$ cat config.mk
export PLATFORM = sky130hd
export DESIGN_NAME = payload_engine_ctrl
export DESIGN_NICKNAME = d
export VERILOG_FILES = /design/src/rtl/payload_engine_pkg.sv /design/src/rtl/payload_result_reg.sv /design/src/rtl/payload_engine_ctrl.sv
export SDC_FILE = /design/constraint.sdc
export NUM_CORES = 1
export LEC_CHECK = 0
export CORE_ASPECT_RATIO = 1.25
export CORE_MARGIN = 3
export CORE_UTILIZATION = 45
export DETAILED_ROUTE_END_ITERATION = 16
export PLACE_DENSITY = 0.81
export RECOVER_POWER = 25
export SYNTH_ARGS = -nofsm -noshare
export SYNTH_HDL_FRONTEND = slang
export SYNTH_SLANG_ARGS = --single-unit
$ cat constraint.sdc
create_clock -name clk -period 2.5 [get_ports clk]
set_input_delay 0.5 -clock clk [delete_from_list [all_inputs] [get_ports clk]]
set_output_delay 0.5 -clock clk [all_outputs]
set_load 0.05 [all_outputs]
$ cat src/rtl/payload_engine_pkg.sv
// payload_engine_pkg: shared state encoding and defaults for the payload engine sequencer
package payload_engine_pkg;
  localparam int PE_DRAIN_CYCLES = 2;
  localparam int PE_LEN_W = 16;
  typedef enum logic [2:0] {IDLE, STREAM, DRAIN, CAPTURE, REPORT} pe_state_t;
endpackage

$ cat src/rtl/payload_result_reg.sv
// payload_result_reg: per-packet result capture register with valid/ready handshake
module payload_result_reg #(
  parameter int NUM_ENGINES = 64,
  parameter int LEN_W = 16
) (
  input  logic                   clk,
  input  logic                   rst_n,
  input  logic                   cap,
  input  logic [NUM_ENGINES-1:0] eng_match,
  input  logic [LEN_W-1:0]       len,
  input  logic                   res_ready,
  output logic                   res_valid,
  output logic [NUM_ENGINES-1:0] res_match,
  output logic                   res_any,
  output logic [LEN_W-1:0]       res_len
);
  always_ff @(posedge clk or negedge rst_n) begin
    if (!rst_n) begin
      res_valid <= 1'b0;
      res_match <= '0;
      res_any <= 1'b0;
      res_len <= '0;
    end else if (cap) begin
      res_valid <= 1'b1;
      res_match <= eng_match;
      res_any <= |eng_match;
      res_len <= len;
    end else if (res_ready) begin
      res_valid <= 1'b0;
    end
  end
endmodule

$ cat src/rtl/payload_engine_ctrl.sv
// payload_engine_ctrl: streams packet bytes into the engine bank, drains it and reports matches
module payload_engine_ctrl
  import payload_engine_pkg::*;
#(
  parameter int NUM_ENGINES = 64,
  parameter int DRAIN_CYCLES = PE_DRAIN_CYCLES,
  parameter int LEN_W = PE_LEN_W
) (
  input  logic                   clk,
  input  logic                   rst_n,
  input  logic [7:0]             s_data,
  input  logic                   s_valid,
  input  logic                   s_last,
  output logic                   s_ready,
  output logic                   eng_sod,
  output logic                   eng_en,
  output logic [7:0]             eng_char,
  output logic                   eng_char_vld,
  input  logic [NUM_ENGINES-1:0] eng_match,
  output logic                   res_valid,
  input  logic                   res_ready,
  output logic [NUM_ENGINES-1:0] res_match,
  output logic                   res_any,
  output logic [LEN_W-1:0]       res_len
);
  localparam int CW = $clog2(DRAIN_CYCLES + 1);
  pe_state_t state, state_n;
  logic [CW-1:0] cnt;
  logic [LEN_W-1:0] len;
  logic acc, cnt_zero;
  assign s_ready = state == STREAM;
  assign acc = s_valid & s_ready;
  assign cnt_zero = cnt == '0;
  always_comb begin
    state_n = state;
    case (state)
      IDLE:    state_n = s_valid ? STREAM : IDLE;
      STREAM:  state_n = (acc && s_last) ? DRAIN : STREAM;
      DRAIN:   state_n = cnt_zero ? CAPTURE : DRAIN;
      CAPTURE: state_n = REPORT;
      REPORT:  state_n = res_ready ? IDLE : REPORT;
      default: state_n = IDLE;
    endcase
  end
  // drain counter reloads outside DRAIN; the zero-count DRAIN cycle issues no step
  always_ff @(posedge clk or negedge rst_n) begin
    if (!rst_n) begin
      state <= IDLE;
      cnt <= '0;
      len <= '0;
      eng_sod <= 1'b1;
      eng_en <= 1'b0;
      eng_char <= '0;
      eng_char_vld <= 1'b0;
    end else begin
      state <= state_n;
      cnt <= (state != DRAIN) ? CW'(DRAIN_CYCLES) : cnt_zero ? cnt : cnt - CW'(1);
      len <= (state == REPORT && res_ready) ? '0 : (acc && !(&len)) ? len + LEN_W'(1) : len;
      eng_sod <= state_n == IDLE || state_n == REPORT;
      eng_en <= acc || (state == DRAIN && !cnt_zero);
      eng_char_vld <= acc;
      if (acc) eng_char <= s_data;
    end
  end
  payload_result_reg #(.NUM_ENGINES(NUM_ENGINES), .LEN_W(LEN_W)) u_res (
    .clk(clk),
    .rst_n(rst_n),
    .cap(state == CAPTURE),
    .eng_match(eng_match),
    .len(len),
    .res_ready(res_ready),
    .res_valid(res_valid),
    .res_match(res_match),
    .res_any(res_any),
    .res_len(res_len)
  );
endmodule

======== Yosys cells after proc, flatten, opt, wreduce, memory -nomap -nowiden ========
Cells that the tools add are included.
W data, S select, Z words.
cells by class
  add/subtract/negate cells ............... 2
  equal/unequal tests ..................... 7
  mux-type cells .......................... 11
  bitwise operators ....................... 1
  reductions and logical operators ........ 15
operators with widths
  kind                     count
  $reduce_or A64 Y1        1
  $mux W16                 2
  $add A16 B1 Y16 const B  1
  $reduce_and A16 Y1       1
  $pmux W3 S5              1
  $eq A3 B2 Y1 const B     2
  $eq A3 B3 Y1 const B     2
  $logic_not A3 Y1         2
  $mux W2                  3
  $logic_and A1 B1 Y1      4
  $mux W1                  4
  $reduce_bool A2 Y1       2
  $eq A3 B1 Y1 const B     1
  $mux W3                  1
  $ne A3 B2 Y1 const B     1
  $logic_not A1 Y1         2
  $logic_not A2 Y1         1
  $logic_or A1 B1 Y1       2
  $ne A2 B1 Y1 const B     1
  $sub A2 B1 Y2 const B    1
  $and A1 B1 Y1            1
storage, ports and cells
  bits in registers ....................... 114
  input port bits ......................... 77
  output and inout bits ................... 94
  logic and storage cells ................. 47

======== Depth between registers and ports, before layout ========
  depth in word-level cells ............... 7
  gate-level depth with buffers ........... 7
  gate-level depth less buffers ........... 6

======== Modules after synthesis ========
A second synthesis with hierarchy kept.
unflattened totals
  cells, all modules ...................... 363
  area, all modules ....................... 4,795.8 um2
by module, submodules not included
  module               times used  cells an instance  area an instance (um2)  seq. area each (um2)
  payload_result_reg   1           197                3,165.5                 2,052.0
  payload_engine_ctrl  1           166                1,630.3                 802.0

======== Worst setup path after synthesis ========
OpenSTA, ideal clock, no wires.
  path kind ............................... register to output
  start ................................... register state[2]
  end ..................................... output port s_ready
  arrival time ............................ 1,727 ps
  data required time ...................... 2,000 ps
  slack ................................... 273 ps
  stages on the path, launching flop included .. 3
  path buffers ............................ 1
  cells stage by stage .................... dfrtp_1 > clkbuf_1 > nor3b_1
on the way
  word-level cells in the longest chain between the ends .. 1
RTL lines
  element                 line                       RTL
  from (decl)             payload_engine_ctrl.sv:27  pe_state_t state, state_n;
  from (signal assigned)  payload_engine_ctrl.sv:56  state <= state_n;
  $eq A3 B1 Y1            payload_engine_ctrl.sv:31  assign s_ready = state == STREAM;
  to (decl)               payload_engine_ctrl.sv:14  output logic s_ready,
Every way passes these cells.

======== Worst setup path after layout ========
  start ................................... register state[0]
  end ..................................... output port s_ready
Same word-level chain as after synthesis.

==> flow_summary.yaml <==
outcome:
  run_status: "finished with violations"
  failed_checks: "max-capacitance violations, max-slew violations"
critical_path:
  r2r-end: "len[11]"
  worstPathRequired_ps: 2000
  cp-end-kind: "primary output"
  path_delay_family: "buffers and inverters"
  crit_chain: "nor3b_1 -> dlygate4sd2_1"
  path_buf_inv: 1
  cp-start-kind: "register"
  ff2ff_path_depth: 4
  slowest_delay_ps: 560
  crit_path_top_delay_cell: "dlygate4sd2_1"
  rrSetupSlack_ps: 410
  crit_fanout: 10
  arrival_ps: 1730
  rr_startpoint: "state[2]"
  crit_type: "reg2out"
grt:
  use_met2_pct: 37.4
  grt_pass1_vias: 3844
  grt_first_pass_wirelength_mm: 20.3
  grt_start_max_net_pins: 74
  grt_use_met3_pct: 6.06
  antenna_found_initial: 0
  track_usage_pct: 22.1
  grt_busiest_layer: "met2"
  overflow: 0
  grt_use_met1_pct: 26.7
die:
  num_io_pins: 171
  core_sq_mm: 0.0102
  initial_core_util_pct: 46.4
  die_h_um: 120
  rows: 41
  dieArea_sq_mm: 0.0117
  fp.dieW_um: 97.6
synthesis:
  ys_ff_latch: 114
  synth-edff-count: 0
  yosys.area.top_type: "dfrtp_1"
  syn_avg_cell_area_sq_um: 12.9
  netlist_instances: 365
  ys_seq_area_share_pct: 60.5
  netlist.area_leader.share_pct: 60.0
  synth_most_common_cell: "dfrtp_1"
  netlist_top_cells_area: "dfrtp_1 60%, mux2_2 19%, nand2_1 3.1%, nor4_1 2.4%, a21oi_1 1.3%"
  synth_area_sq_mm: 0.00471
  async_flop_share_pct: 100
  synth_flop_cell: "dfrtp_1"
  synth_nets: 444
  yosysUniqueCellTypes: 40
  yosysWarnings: 0
  synth_common_cells: "113 x dfrtp_1, 78 x mux2_2, 39 x nand2_1, 18 x nor4_1, 12 x a21oi_1"
detailed_routing:
  ant_nets: 0
  wl_per_cell_um: 18.2
  dr.pass1.iters: 4
  viasPerCell: 5.37
  vias: 3709
  drc: 0
  wl_mm: 12.6
  drt-initial-drc-count: 149
clocking:
  htreeDepth: 4
  cts_root_buf: "clkbuf_16"
  cts_tree: "done"
  numCtsBuffers: 17
  holdBufCountCts: 0
  post_cts.repair.setup_buffers: 0
  cts_max_path_buffers: 2
  worstSkewPairLatency_ps: 410
  clkTransAtPathRegs_ps: 50
  cts-resized-gates: 1
  clkSinkCount: 114
timing:
  timing.fmax_ghz: 0.449
  setup_viol: 0
  worst_pin_slew_ps: 1520
  rsz0062_at_grt: "no"
  hold_violations: 0
  slew_headroom_pct: -1.41
  post-route-period-util_pct: 89.1
  setup_ws_ps: 271
  skew_ps: 11.6
  tns_ps: 0
  period_needed_ps: 2230
  maxSlewViolCount: 26
layout:
  area_growth_pct: 52.5
  fillers: 674
  nets: 628
  num_antenna_cells: 0
  fin_util_pct: 70.8
  drive_above_1_share_pct: 22.1
power:
  p_per_area_mw_per_mm2: 1510
  irDropWorstVdd_mv: 0.625
  power.leakage_nw: 3.04
  p_total_mw: 10.9
place:
  port_buffers: 170
  pre_cts_ws_ps: -0.703
  place_hpwl_mm: 9.09
  gp_congestion: 0.874
worst_hold_path:
  hold_path_class: "in2async"
run:
  max-cap-violations: 1
-- layout make-up --
class | count | area (sq um) | area share (%)
inverter | 8 | 30.0 | 0.418
sequential | 114 | 2850 | 39.7
tap | 129 | 161 | 2.25
timing repair buffer | 182 | 1810 | 25.2
clock buffer | 22 | 474 | 6.60
multi-input combinational | 226 | 1750 | 24.4
clock inverter | 10 | 108 | 1.50
-- stage by stage --
| stage | std cells | hold slack, ps | instance area (sq um) |
|---|---|---|---|
| 6_report | 691 | 460 | 7190 |
| 5_1_grt | 691 | 504 | 7190 |
| 4_1_cts | 691 | 4.64 | 7190 |
| 3_5_place_dp | 659 | 436 | 6610 |
| 3_3_place_gp | 659 | 427 | 6610 |
| 2_1_floorplan | 365 | 204 | 4710 |
-- placed cells by master (no fill, tap or decap), types with 3 or more instances in the layout --
master and instances:
inv_1 8, clkinvlp_4 3, nor2_1 8, buf_4 10
or4_1 8, clkdlybuf4s50_1 168, nor4_1 18, dfrtp_1 113
and3_1 3, nand2_1 39, clkbuf_1 3, mux2i_1 4
o21ai_0 7, clkinv_2 5, clkbuf_8 3, nor3_1 5
mux2_2 78, o31ai_1 6, a21oi_1 12, clkbuf_16 17
nand3_1 6, nand4_1 8
-- worst reg2reg max path, stage by stage (launching register included) --
cell and delay, ps:
dfrtp_1 480, nand4bb_4 260, or4_1 650, or4_1 460
a21oi_1 170
-- per-layer routing --
metal	part of all wire, %	up-vias	wire [um]
met5	0	-	0
met4	1.9	0	237
met3	6.9	18	872
met2	51	146	6370
met1	40	1836	5090
li1	-	1709	-
-- logic make-up after synthesis --
logic type | share of synthesized area (%)
buf+inv | 2.28
flops | 60.5
mux | 19.5
compound gates | 4.94
fa+ha+maj | 0.531
xor+xnor | 0.186
simple gates | 12.0
-- flip-flops by register name (all words and copies together), names as in the netlist --
register         cells
u_res.res_match     64
len                 16
u_res.res_len       16
eng_char             8
state                3
cnt                  2
eng_char_vld         1
eng_en               1
eng_sod              1
u_res.res_any        1
u_res.res_valid      1
-- report_power, final --
| part | internal, mW | switching [mW] | leakage (nW) |
|---|---|---|---|
| clock | 1.53 | 0.792 | 0.282 |
| sequential | 2.60 | 0.444 | 1.40 |
| combinational | 2.05 | 3.45 | 1.36 |
| total | 6.19 | 4.69 | 3.04 |
-- worst max-delay path by stage --
stage / from / to / depth (start not counted)
finish: state[0] / s_ready / 2
global route: state[0] / s_ready / 2
CTS: state[0] / s_ready / 2
detailed placement: s_valid / len[9] / 5
global placement: s_valid / len[12] / 5
floorplan: state[2] / s_ready / 2
Note: power is estimated with default switching activity, not from simulation.
